## src/rtl/dmem_port_arbiter_if.sv

```systemverilog
// ============================================================================
//  Module   : dmem_port_arbiter_if
//  Brief    : Bus bundle for the data-SRAM port arbiter: CPU MEM-stage port,
//             host (debug/DMA) port and the SRAM core port.
//  Revision : 1.0 - initial release
// ============================================================================
`default_nettype none

interface dmem_port_arbiter_if #(
    parameter int ADDR_W = 64,
    parameter int DATA_W = 64,
    parameter int CNT_W  = 16
);
    // CPU MEM-stage side
    logic              cpu_en;
    logic              cpu_ren;
    logic              cpu_wen;
    logic [ADDR_W-1:0] cpu_addr;
    logic [DATA_W-1:0] cpu_wdata;
    logic [DATA_W-1:0] cpu_rdata;
    logic              cpu_stall;

    // Host master side
    logic              host_req;
    logic              host_we;
    logic [ADDR_W-1:0] host_addr;
    logic [DATA_W-1:0] host_wdata;
    logic              host_gnt;
    logic              host_rvalid;
    logic [DATA_W-1:0] host_rdata;

    // SRAM core port
    logic [ADDR_W-1:0] mem_addr;
    logic              mem_wen;
    logic              mem_ren;
    logic [DATA_W-1:0] mem_wdata;
    logic [DATA_W-1:0] mem_rdata;

    logic [CNT_W-1:0]  conflict_cnt;

    // Arbiter view
    modport slave (
        input  cpu_en, cpu_ren, cpu_wen, cpu_addr, cpu_wdata,
        output cpu_rdata, cpu_stall,
        input  host_req, host_we, host_addr, host_wdata,
        output host_gnt, host_rvalid, host_rdata,
        output mem_addr, mem_wen, mem_ren, mem_wdata,
        input  mem_rdata,
        output conflict_cnt
    );

    // Environment view (pipeline, host and SRAM together)
    modport master (
        output cpu_en, cpu_ren, cpu_wen, cpu_addr, cpu_wdata,
        input  cpu_rdata, cpu_stall,
        output host_req, host_we, host_addr, host_wdata,
        input  host_gnt, host_rvalid, host_rdata,
        input  mem_addr, mem_wen, mem_ren, mem_wdata,
        output mem_rdata,
        input  conflict_cnt
    );
endinterface

`default_nettype wire

```

## src/rtl/dmem_port_arbiter.sv

```systemverilog
// ============================================================================
//  Module   : dmem_port_arbiter
//  Brief    : Shares the single-port 64-bit data SRAM between the CPU MEM stage
//             (default priority) and a host master with bounded wait time.
//  Revision : 1.0 - initial release
// ============================================================================
`default_nettype none

module dmem_port_arbiter #(
    parameter int ADDR_W   = 64,
    parameter int DATA_W   = 64,
    parameter int MAX_WAIT = 4,
    parameter int CNT_W    = 16
) (
    input  wire logic             clk,
    input  wire logic             arst_n,
    dmem_port_arbiter_if.slave    bus
);

    localparam int                c_WAIT_W   = 4;
    localparam logic [c_WAIT_W-1:0] c_MAX_WAIT = c_WAIT_W'(MAX_WAIT);

    typedef enum logic [1:0] {
        RD_NONE = 2'd0,
        RD_CPU  = 2'd1,
        RD_HOST = 2'd2
    } rd_owner_t;

    rd_owner_t             r_rd_owner;
    rd_owner_t             w_rd_owner_nxt;

    logic [c_WAIT_W-1:0]   r_wait_cnt;
    logic [c_WAIT_W-1:0]   w_wait_cnt_nxt;
    logic [CNT_W-1:0]      r_conflict_cnt;

    logic                  w_cpu_act;
    logic                  w_force;
    logic                  w_host_gnt;
    logic                  w_cpu_stall;
    logic                  w_cpu_issue;
    logic                  w_cpu_wr;
    logic                  w_cpu_rd;

    logic [ADDR_W-1:0]     w_mem_addr;
    logic [DATA_W-1:0]     w_mem_wdata;
    logic                  w_mem_wen;
    logic                  w_mem_ren;

    // Grant decision; gated by reset so nothing reaches the SRAM while held.
    always_comb begin
        w_cpu_act   = bus.cpu_en & (bus.cpu_ren | bus.cpu_wen);
        w_force     = bus.host_req & (r_wait_cnt == c_MAX_WAIT);
        w_host_gnt  = arst_n & bus.host_req & (~w_cpu_act | w_force);
        w_cpu_stall = w_cpu_act & w_host_gnt;
        w_cpu_issue = arst_n & w_cpu_act & ~w_host_gnt;
        w_cpu_wr    = w_cpu_issue & bus.cpu_wen;
        w_cpu_rd    = w_cpu_issue & bus.cpu_ren & ~bus.cpu_wen;
    end

    always_comb begin
        w_mem_addr  = '0;
        w_mem_wdata = '0;
        w_mem_wen   = 1'b0;
        w_mem_ren   = 1'b0;
        if (w_host_gnt) begin
            w_mem_addr  = bus.host_addr;
            w_mem_wdata = bus.host_wdata;
            w_mem_wen   = bus.host_we;
            w_mem_ren   = ~bus.host_we;
        end else if (w_cpu_issue) begin
            w_mem_addr  = bus.cpu_addr;
            w_mem_wdata = bus.cpu_wdata;
            w_mem_wen   = w_cpu_wr;
            w_mem_ren   = w_cpu_rd;
        end
    end

    // Refused-cycle counter; reaching MAX_WAIT forces the next host grant.
    always_comb begin
        w_wait_cnt_nxt = r_wait_cnt;
        if (!bus.host_req || w_host_gnt) begin
            w_wait_cnt_nxt = '0;
        end else if (r_wait_cnt < c_MAX_WAIT) begin
            w_wait_cnt_nxt = r_wait_cnt + c_WAIT_W'(1);
        end
    end

    always_ff @(posedge clk or negedge arst_n) begin
        if (!arst_n) begin
            r_wait_cnt <= '0;
        end else begin
            r_wait_cnt <= w_wait_cnt_nxt;
        end
    end

    // Read-return ownership tracks which master issued last cycle's read.
    always_ff @(posedge clk or negedge arst_n) begin
        if (!arst_n) begin
            r_rd_owner <= RD_NONE;
        end else begin
            r_rd_owner <= w_rd_owner_nxt;
        end
    end

    always_comb begin
        w_rd_owner_nxt = RD_NONE;
        if (w_host_gnt && !bus.host_we) begin
            w_rd_owner_nxt = RD_HOST;
        end else if (w_cpu_rd) begin
            w_rd_owner_nxt = RD_CPU;
        end
    end

    always_ff @(posedge clk or negedge arst_n) begin
        if (!arst_n) begin
            r_conflict_cnt <= '0;
        end else if (w_cpu_stall && (r_conflict_cnt != {CNT_W{1'b1}})) begin
            r_conflict_cnt <= r_conflict_cnt + CNT_W'(1);
        end
    end

    assign bus.host_gnt     = w_host_gnt;
    assign bus.cpu_stall    = w_cpu_stall;
    assign bus.mem_addr     = w_mem_addr;
    assign bus.mem_wdata    = w_mem_wdata;
    assign bus.mem_wen      = w_mem_wen;
    assign bus.mem_ren      = w_mem_ren;
    assign bus.cpu_rdata    = (r_rd_owner == RD_CPU)  ? bus.mem_rdata : '0;
    assign bus.host_rvalid  = (r_rd_owner == RD_HOST);
    assign bus.host_rdata   = (r_rd_owner == RD_HOST) ? bus.mem_rdata : '0;
    assign bus.conflict_cnt = r_conflict_cnt;

endmodule

`default_nettype wire

```

## src/flat_wrapper.sv

```systemverilog
// flat-port wrapper written by rule: the top's interface ports become plain ports
module dmem_port_arbiter_flat 
#(
    parameter int ADDR_W   = 64,
    parameter int DATA_W   = 64,
    parameter int MAX_WAIT = 4,
    parameter int CNT_W    = 16
)
  (clk, arst_n, bus_cpu_en, bus_cpu_ren, bus_cpu_wen, bus_cpu_addr, bus_cpu_wdata, bus_cpu_rdata, bus_cpu_stall, bus_host_req, bus_host_we, bus_host_addr, bus_host_wdata, bus_host_gnt, bus_host_rvalid, bus_host_rdata, bus_mem_addr, bus_mem_wen, bus_mem_ren, bus_mem_wdata, bus_mem_rdata, bus_conflict_cnt);
  dmem_port_arbiter_if #(.ADDR_W(ADDR_W), .DATA_W(DATA_W), .CNT_W(CNT_W)) bus_i ();
  input  wire logic clk;
  input  wire logic arst_n;
  input wire logic [$bits(bus_i.cpu_en)-1:0] bus_cpu_en;
  input wire logic [$bits(bus_i.cpu_ren)-1:0] bus_cpu_ren;
  input wire logic [$bits(bus_i.cpu_wen)-1:0] bus_cpu_wen;
  input wire logic [$bits(bus_i.cpu_addr)-1:0] bus_cpu_addr;
  input wire logic [$bits(bus_i.cpu_wdata)-1:0] bus_cpu_wdata;
  output wire logic [$bits(bus_i.cpu_rdata)-1:0] bus_cpu_rdata;
  output wire logic [$bits(bus_i.cpu_stall)-1:0] bus_cpu_stall;
  input wire logic [$bits(bus_i.host_req)-1:0] bus_host_req;
  input wire logic [$bits(bus_i.host_we)-1:0] bus_host_we;
  input wire logic [$bits(bus_i.host_addr)-1:0] bus_host_addr;
  input wire logic [$bits(bus_i.host_wdata)-1:0] bus_host_wdata;
  output wire logic [$bits(bus_i.host_gnt)-1:0] bus_host_gnt;
  output wire logic [$bits(bus_i.host_rvalid)-1:0] bus_host_rvalid;
  output wire logic [$bits(bus_i.host_rdata)-1:0] bus_host_rdata;
  output wire logic [$bits(bus_i.mem_addr)-1:0] bus_mem_addr;
  output wire logic [$bits(bus_i.mem_wen)-1:0] bus_mem_wen;
  output wire logic [$bits(bus_i.mem_ren)-1:0] bus_mem_ren;
  output wire logic [$bits(bus_i.mem_wdata)-1:0] bus_mem_wdata;
  input wire logic [$bits(bus_i.mem_rdata)-1:0] bus_mem_rdata;
  output wire logic [$bits(bus_i.conflict_cnt)-1:0] bus_conflict_cnt;
  assign bus_i.cpu_en = bus_cpu_en;
  assign bus_i.cpu_ren = bus_cpu_ren;
  assign bus_i.cpu_wen = bus_cpu_wen;
  assign bus_i.cpu_addr = bus_cpu_addr;
  assign bus_i.cpu_wdata = bus_cpu_wdata;
  assign bus_cpu_rdata = bus_i.cpu_rdata;
  assign bus_cpu_stall = bus_i.cpu_stall;
  assign bus_i.host_req = bus_host_req;
  assign bus_i.host_we = bus_host_we;
  assign bus_i.host_addr = bus_host_addr;
  assign bus_i.host_wdata = bus_host_wdata;
  assign bus_host_gnt = bus_i.host_gnt;
  assign bus_host_rvalid = bus_i.host_rvalid;
  assign bus_host_rdata = bus_i.host_rdata;
  assign bus_mem_addr = bus_i.mem_addr;
  assign bus_mem_wen = bus_i.mem_wen;
  assign bus_mem_ren = bus_i.mem_ren;
  assign bus_mem_wdata = bus_i.mem_wdata;
  assign bus_i.mem_rdata = bus_mem_rdata;
  assign bus_conflict_cnt = bus_i.conflict_cnt;
  dmem_port_arbiter #(.ADDR_W(ADDR_W), .DATA_W(DATA_W), .MAX_WAIT(MAX_WAIT), .CNT_W(CNT_W)) u_core (.clk(clk), .arst_n(arst_n), .bus(bus_i));
endmodule
```

## config.mk

```make
export PLATFORM = sky130hd
export DESIGN_NAME = dmem_port_arbiter_flat
export DESIGN_NICKNAME = d
export VERILOG_FILES = /design/src/rtl/dmem_port_arbiter_if.sv /design/src/rtl/dmem_port_arbiter.sv /design/src/flat_wrapper.sv
export SDC_FILE = /design/constraint.sdc
export NUM_CORES = 1
export LEC_CHECK = 0
export BUFFER_PORTS_ARGS = -buffer_cell sky130_fd_sc_hd__buf_2
export CAP_MARGIN = 10
export CORE_AREA = 2 2 232 234
export DETAILED_ROUTE_END_ITERATION = 8
export DIE_AREA = 0 0 234 236
export PLACE_DENSITY = 0.37
export SLEW_MARGIN = 20
export SYNTH_ARGS = -nofsm -noshare
export SYNTH_HDL_FRONTEND = slang
export SYNTH_SLANG_ARGS = --single-unit
```

## constraint.sdc

```tcl
create_clock -name clk -period 3.8 [get_ports clk]
set_clock_uncertainty 0.2 [all_clocks]
set_input_delay 0.76 -clock clk [delete_from_list [all_inputs] [get_ports clk]]
set_output_delay 0.76 -clock clk [all_outputs]
set_load 0.01 [all_outputs]
```

# == Word level (Yosys, flattened, before mapping) ==
# Cells that the tools add are included.
# word_totals
reg_bits,22
input_bits,327
out_inout_bits,277
word_cells,46
# op_classes
add_sub_neg,2
n_lt_le_gt_ge,1
n_eq_ne,4
mux,14
bitwise,16
reduce_logical,6
# op_table
operator,count
2-to-1 mux 64 bit,6
adder 16 x 1 -> 16 bit (second input constant),1
!= test 16 bit (second input constant),1
AND 1 bit,10
2-to-1 mux 4 bit,2
2-to-1 mux 1 bit,5
adder 4 x 1 -> 4 bit (second input constant),1
equality test 4 x 3 -> 1 bit (second input constant),1
less-than comparator 4 x 3 -> 1 bit (second input constant),1
inverter 1 bit,4
equality test 2 x 1 -> 1 bit (second input constant),1
equality test 2 bit (second input constant),1
logical AND 1 bit,2
logical NOT 1 bit,2
2-to-1 mux 2 bit,1
OR 1 bit,2
nonzero test 2 bit,1
logical OR 1 bit,1

# == Depth between registers and ports, before layout ==
# logic_depth
word_depth,11
mapped_depth,8

# == Worst setup path before layout ==
# No wires, ideal clock.
# synth_path
path_kind,input to output
startpoint,in bus_host_req
endpoint,out bus_mem_addr[0]
arrival_time_ps,1720
required_ps,2840
slack_ps,1120
cell_stages,5
path_cell_list,and4b_1 > nor2_1 > clkbuf_1 > buf_2 > a22o_1
# synth_between
elab_chain_len,7
elab_cells_between_ends,8
# synth_rtl
item,line_no,source
"start, declared",flat_wrapper.sv:20,input wire logic [$bits(bus_i.host_req)-1:0] bus_host_req;
AND 1 bit,dmem_port_arbiter.sv:52,w_force = bus.host_req & (r_wait_cnt == c_MAX_WAIT);
OR 1 bit,dmem_port_arbiter.sv:53,w_host_gnt = arst_n & bus.host_req & (~w_cpu_act | w_force);
AND 1 bit *,dmem_port_arbiter.sv:53,
inverter 1 bit,dmem_port_arbiter.sv:55,w_cpu_issue = arst_n & w_cpu_act & ~w_host_gnt;
AND 1 bit,dmem_port_arbiter.sv:55,
2-to-1 mux 64 bit,dmem_port_arbiter.sv:70,end else if (w_cpu_issue) begin
2-to-1 mux 64 bit *,dmem_port_arbiter.sv:65,if (w_host_gnt) begin
"end, declared",flat_wrapper.sv:27,output wire logic [$bits(bus_i.mem_addr)-1:0] bus_mem_addr;
# Mark *: on every way between the ends. The rest lies on a longest branch, timed or not.

# == Worst setup path after layout ==
# layout_path
startpoint,in arst_n
endpoint,out bus_mem_wdata[1]
# layout_between
elab_chain_len,6
elab_cells_between_ends,7
# layout_rtl
item,line_no,source
"start, declared",flat_wrapper.sv:12,input wire logic arst_n;
AND 1 bit (2 in series),dmem_port_arbiter.sv:53,
inverter 1 bit,dmem_port_arbiter.sv:55,
AND 1 bit,dmem_port_arbiter.sv:55,
2-to-1 mux 64 bit,dmem_port_arbiter.sv:70,
2-to-1 mux 64 bit *,dmem_port_arbiter.sv:65,
"end, declared",flat_wrapper.sv:30,output wire logic [$bits(bus_i.mem_wdata)-1:0] bus_mem_wdata;
# Marked as above.

==> results.cfg <==
[setup_path]
crit_type = in -> out
max_stage_delay_ps = 290
cp_cell_sequence = buf_2 > o211ai_1 > nor2_4 > buf_12 > buf_12 > a22o_1 > buf_2
crit_fanout = 60
worstSetupStartpointType = input pin
worstPathRequired_ps = 2840
r2r_start = u_core.r_wait_cnt[0]
r2r_end = u_core.bus.conflict_cnt[1]
arrival_ps = 2380
critPathSlowestCell = buf_12
worstSetupEndpointType = primary output
r2r_cells = 6
reg2reg_setup_slack_ps = 1760

[synth]
yosys_warnings = 0
synth_seq_cells = 22
ys_types = 39
avgSynthCellArea_sq_um = 7.947
syn-num-nets = 740
syn_inst = 410
synthesis.area_sq_um = 3258
ys_seq_area_frac = 0.1690

[floorplan]
core_area_sq_um = 53070
io_pins = 604
die_area_sq_um = 55220
die_x_um = 234
fp.dieH_um = 236
rows = 85
start_util = 0.06139

[global_routing]
grt.total_usage = 0.1138
grt_max_degree = 61
grt_pass1_vias = 5511
grt_pass1_wl_um = 43250
grt-ovfl-total = 0
antenna_found_initial = 25

[place]
place_area_sq_um = 7166
dp.cells = 1684
port_buffers = 603
place_worst_setup_slack_ps = 480.9
hpwl_um = 31540
place.gp.congestion = 0.9094

[power]
p_leak_nw = 4.312
ir_drop_v = 0.0002029
power.clock.fraction = 0.250
p_comb_frac = 0.540
p_int_mw = 0.7490
sw_frac_of_total = 0.3662
power_density_nw_per_um2 = 162.3
pwr-share-seq = 0.210
power.switching_mw = 0.4328

[timing]
fin_crit_sh = 0.8782
setup_viol = 0
tightest_slew_ps = 750.3
slew_headroom = 0.4987
rsz0062_at_grt = no
final_hold_viol_count = 0
setup_ws_ps = 462.7
max_freq_ghz = 0.2996
report.final.slew_viol_count = 0
tns_ps = 0
min_period_ps = 3337

[clock_tree]
cts_root_buffer = clkbuf_16
postCtsHoldBufs = 0
cts_buffer_depth = 2
clock_latency_ps = 260
clock_sinks = 22
h-tree-depth = 1
tritoncts = done
cts_setup_buffers = 0
clkTransAtPathRegs_ps = 60
ctsResizeCount = 0
cts_buffers = 3

[detailed_routing]
viasPerCell = 3.426
routed_wl_um = 34350
drtAntennaViolNets = 0
first_pass_iters = 4
num_vias = 5800
post_drt_wl_per_cell_um = 20.29
post-route-drc-count = 0
drtIter0Drc = 269

[outcome]
status = completed

[cells_and_area]
utilization = 0.1372
layout-drive-gt1-share = 0.6431
fin_area_sq_um = 7283
fin_nets = 1323
syn2layout_area_growth_pct = 123.5
stdcell_count = 1693

[worst_hold_path]
hold_class = in -> async

[flow_run]
drv_cap = 0
==> power groups by stage <==
stage / clock network (mW) / logic [mW] / registers [mW]
floorplan: 0 / 0.234 / 0.251
global placement: 0 / 0.648 / 0.252
detailed placement: 0 / 0.649 / 0.252
CTS: 0.305 / 0.651 / 0.248
global route: 0.314 / 0.692 / 0.249
finish: 0.296 / 0.638 / 0.248
==> cells by family after synthesis <==
| logic type | count (synthesis) | synth area share |
|---|---|---|
| AND/OR/NAND/NOR | 177 | 0.3349 |
| multiplexers | 2 | 0.006528 |
| adder cells (fa/ha/maj) | 3 | 0.01152 |
| buffers and inverters | 49 | 0.06567 |
| flip-flops | 22 | 0.1690 |
| AO/OA/AOI/OAI | 144 | 0.3775 |
| XOR/XNOR | 13 | 0.03495 |
==> worst max-delay path by stage <==
stage	from	to	slack, ps	depth (start not counted)
2_1_floorplan	bus_host_req	bus_mem_addr[0]	1120	5
3_3_place_gp	arst_n	bus_mem_addr[43]	550	7
3_5_place_dp	bus_cpu_wen	bus_mem_addr[1]	480	7
4_1_cts	u_core.r_wait_cnt[0]	bus_mem_wen	410	9
5_1_grt	arst_n	bus_mem_addr[54]	310	7
6_report	arst_n	bus_mem_wdata[1]	460	7
==> cells in the mapped netlist, drive strengths merged <==
library cell | instances | share of area
a22o | 128 | 0.34
and2 | 128 | 0.25
buf | 24 | 0.037
dfrtp | 22 | 0.17
clkbuf | 19 | 0.022
nand2 | 9 | 0.010
nor2 | 9 | 0.010
nand3 | 7 | 0.011
xor2 | 7 | 0.019
a21oi | 6 | 0.010
inv | 6 | 0.0069
xnor2 | 6 | 0.016
nand4 | 5 | 0.0096
and3 | 3 | 0.0073
ha | 3 | 0.012
o21ai | 3 | 0.0046
a211oi | 2 | 0.0046
nand4b | 2 | 0.0054
nor2b | 2 | 0.0038
nor4 | 2 | 0.0038
nor4b | 2 | 0.0073
o211ai | 2 | 0.0061
or2 | 2 | 0.0038
a31oi | 1 | 0.0019
a41oi | 1 | 0.0027
and3b | 1 | 0.0027
and4 | 1 | 0.0031
and4b | 1 | 0.0031
mux2 | 1 | 0.0035
mux2i | 1 | 0.0031
nand3b | 1 | 0.0023
nor3 | 1 | 0.0031
o211a | 1 | 0.0031
or4 | 1 | 0.0023
==> worst max-delay path, delay by kind of cell <==
kind            cells  cell delay, ps
simple gates        1             160
buf+inv             4             930
compound gates      2             430
==> stage by stage <==
step                      hold WS [ps]  total power, mW
after floorplan                  264.4           0.4852
after global placement           304.6           0.9000
after detailed placement         317.6           0.9012
after CTS                        177.5            1.204
after global routing             177.2            1.255
final                            167.3            1.182
==> flip-flops by register name, summed over array words and instances, names as in the netlist <==
signal and cells:
u_core.bus.conflict_cnt 16, u_core.r_wait_cnt 4, u_core.r_rd_owner 2
==> cell usage in the layout (no fill, tap or decap), drive strengths merged, types with 3 or more instances in the layout <==
master / count
inv: 6
xor2: 7
o21ai: 3
nand2: 9
a21oi: 6
diode: 5
nand4: 5
a22o: 128
nand3: 7
and3: 3
clkbuf: 3
xnor2: 6
and2: 128
nor2: 9
dfrtp: 22
buf: 621
ha: 3
==> layer usage <==
layer,global-route usage,part of all wire,vias up
met5,0,0.0021,-
met4,0.03069,0.027,12
met3,0.02635,0.084,54
met2,0.2088,0.50,424
met1,0.1301,0.39,2626
li1,-,-,2684
==> area by class of cell <==
type,instances,area (sq um)
Fill cell,6197,45790
Multi-Input combinational cell,339,2516
Tap cell,696,870.8
Timing Repair Buffer,621,3203
Sequential cell,22,550.5
Antenna cell,5,12.51
Clock inverter,1,30.03
Clock buffer,3,75.07
Inverter,6,25.02
No activity file was read; power rests on OpenSTA's default activity.
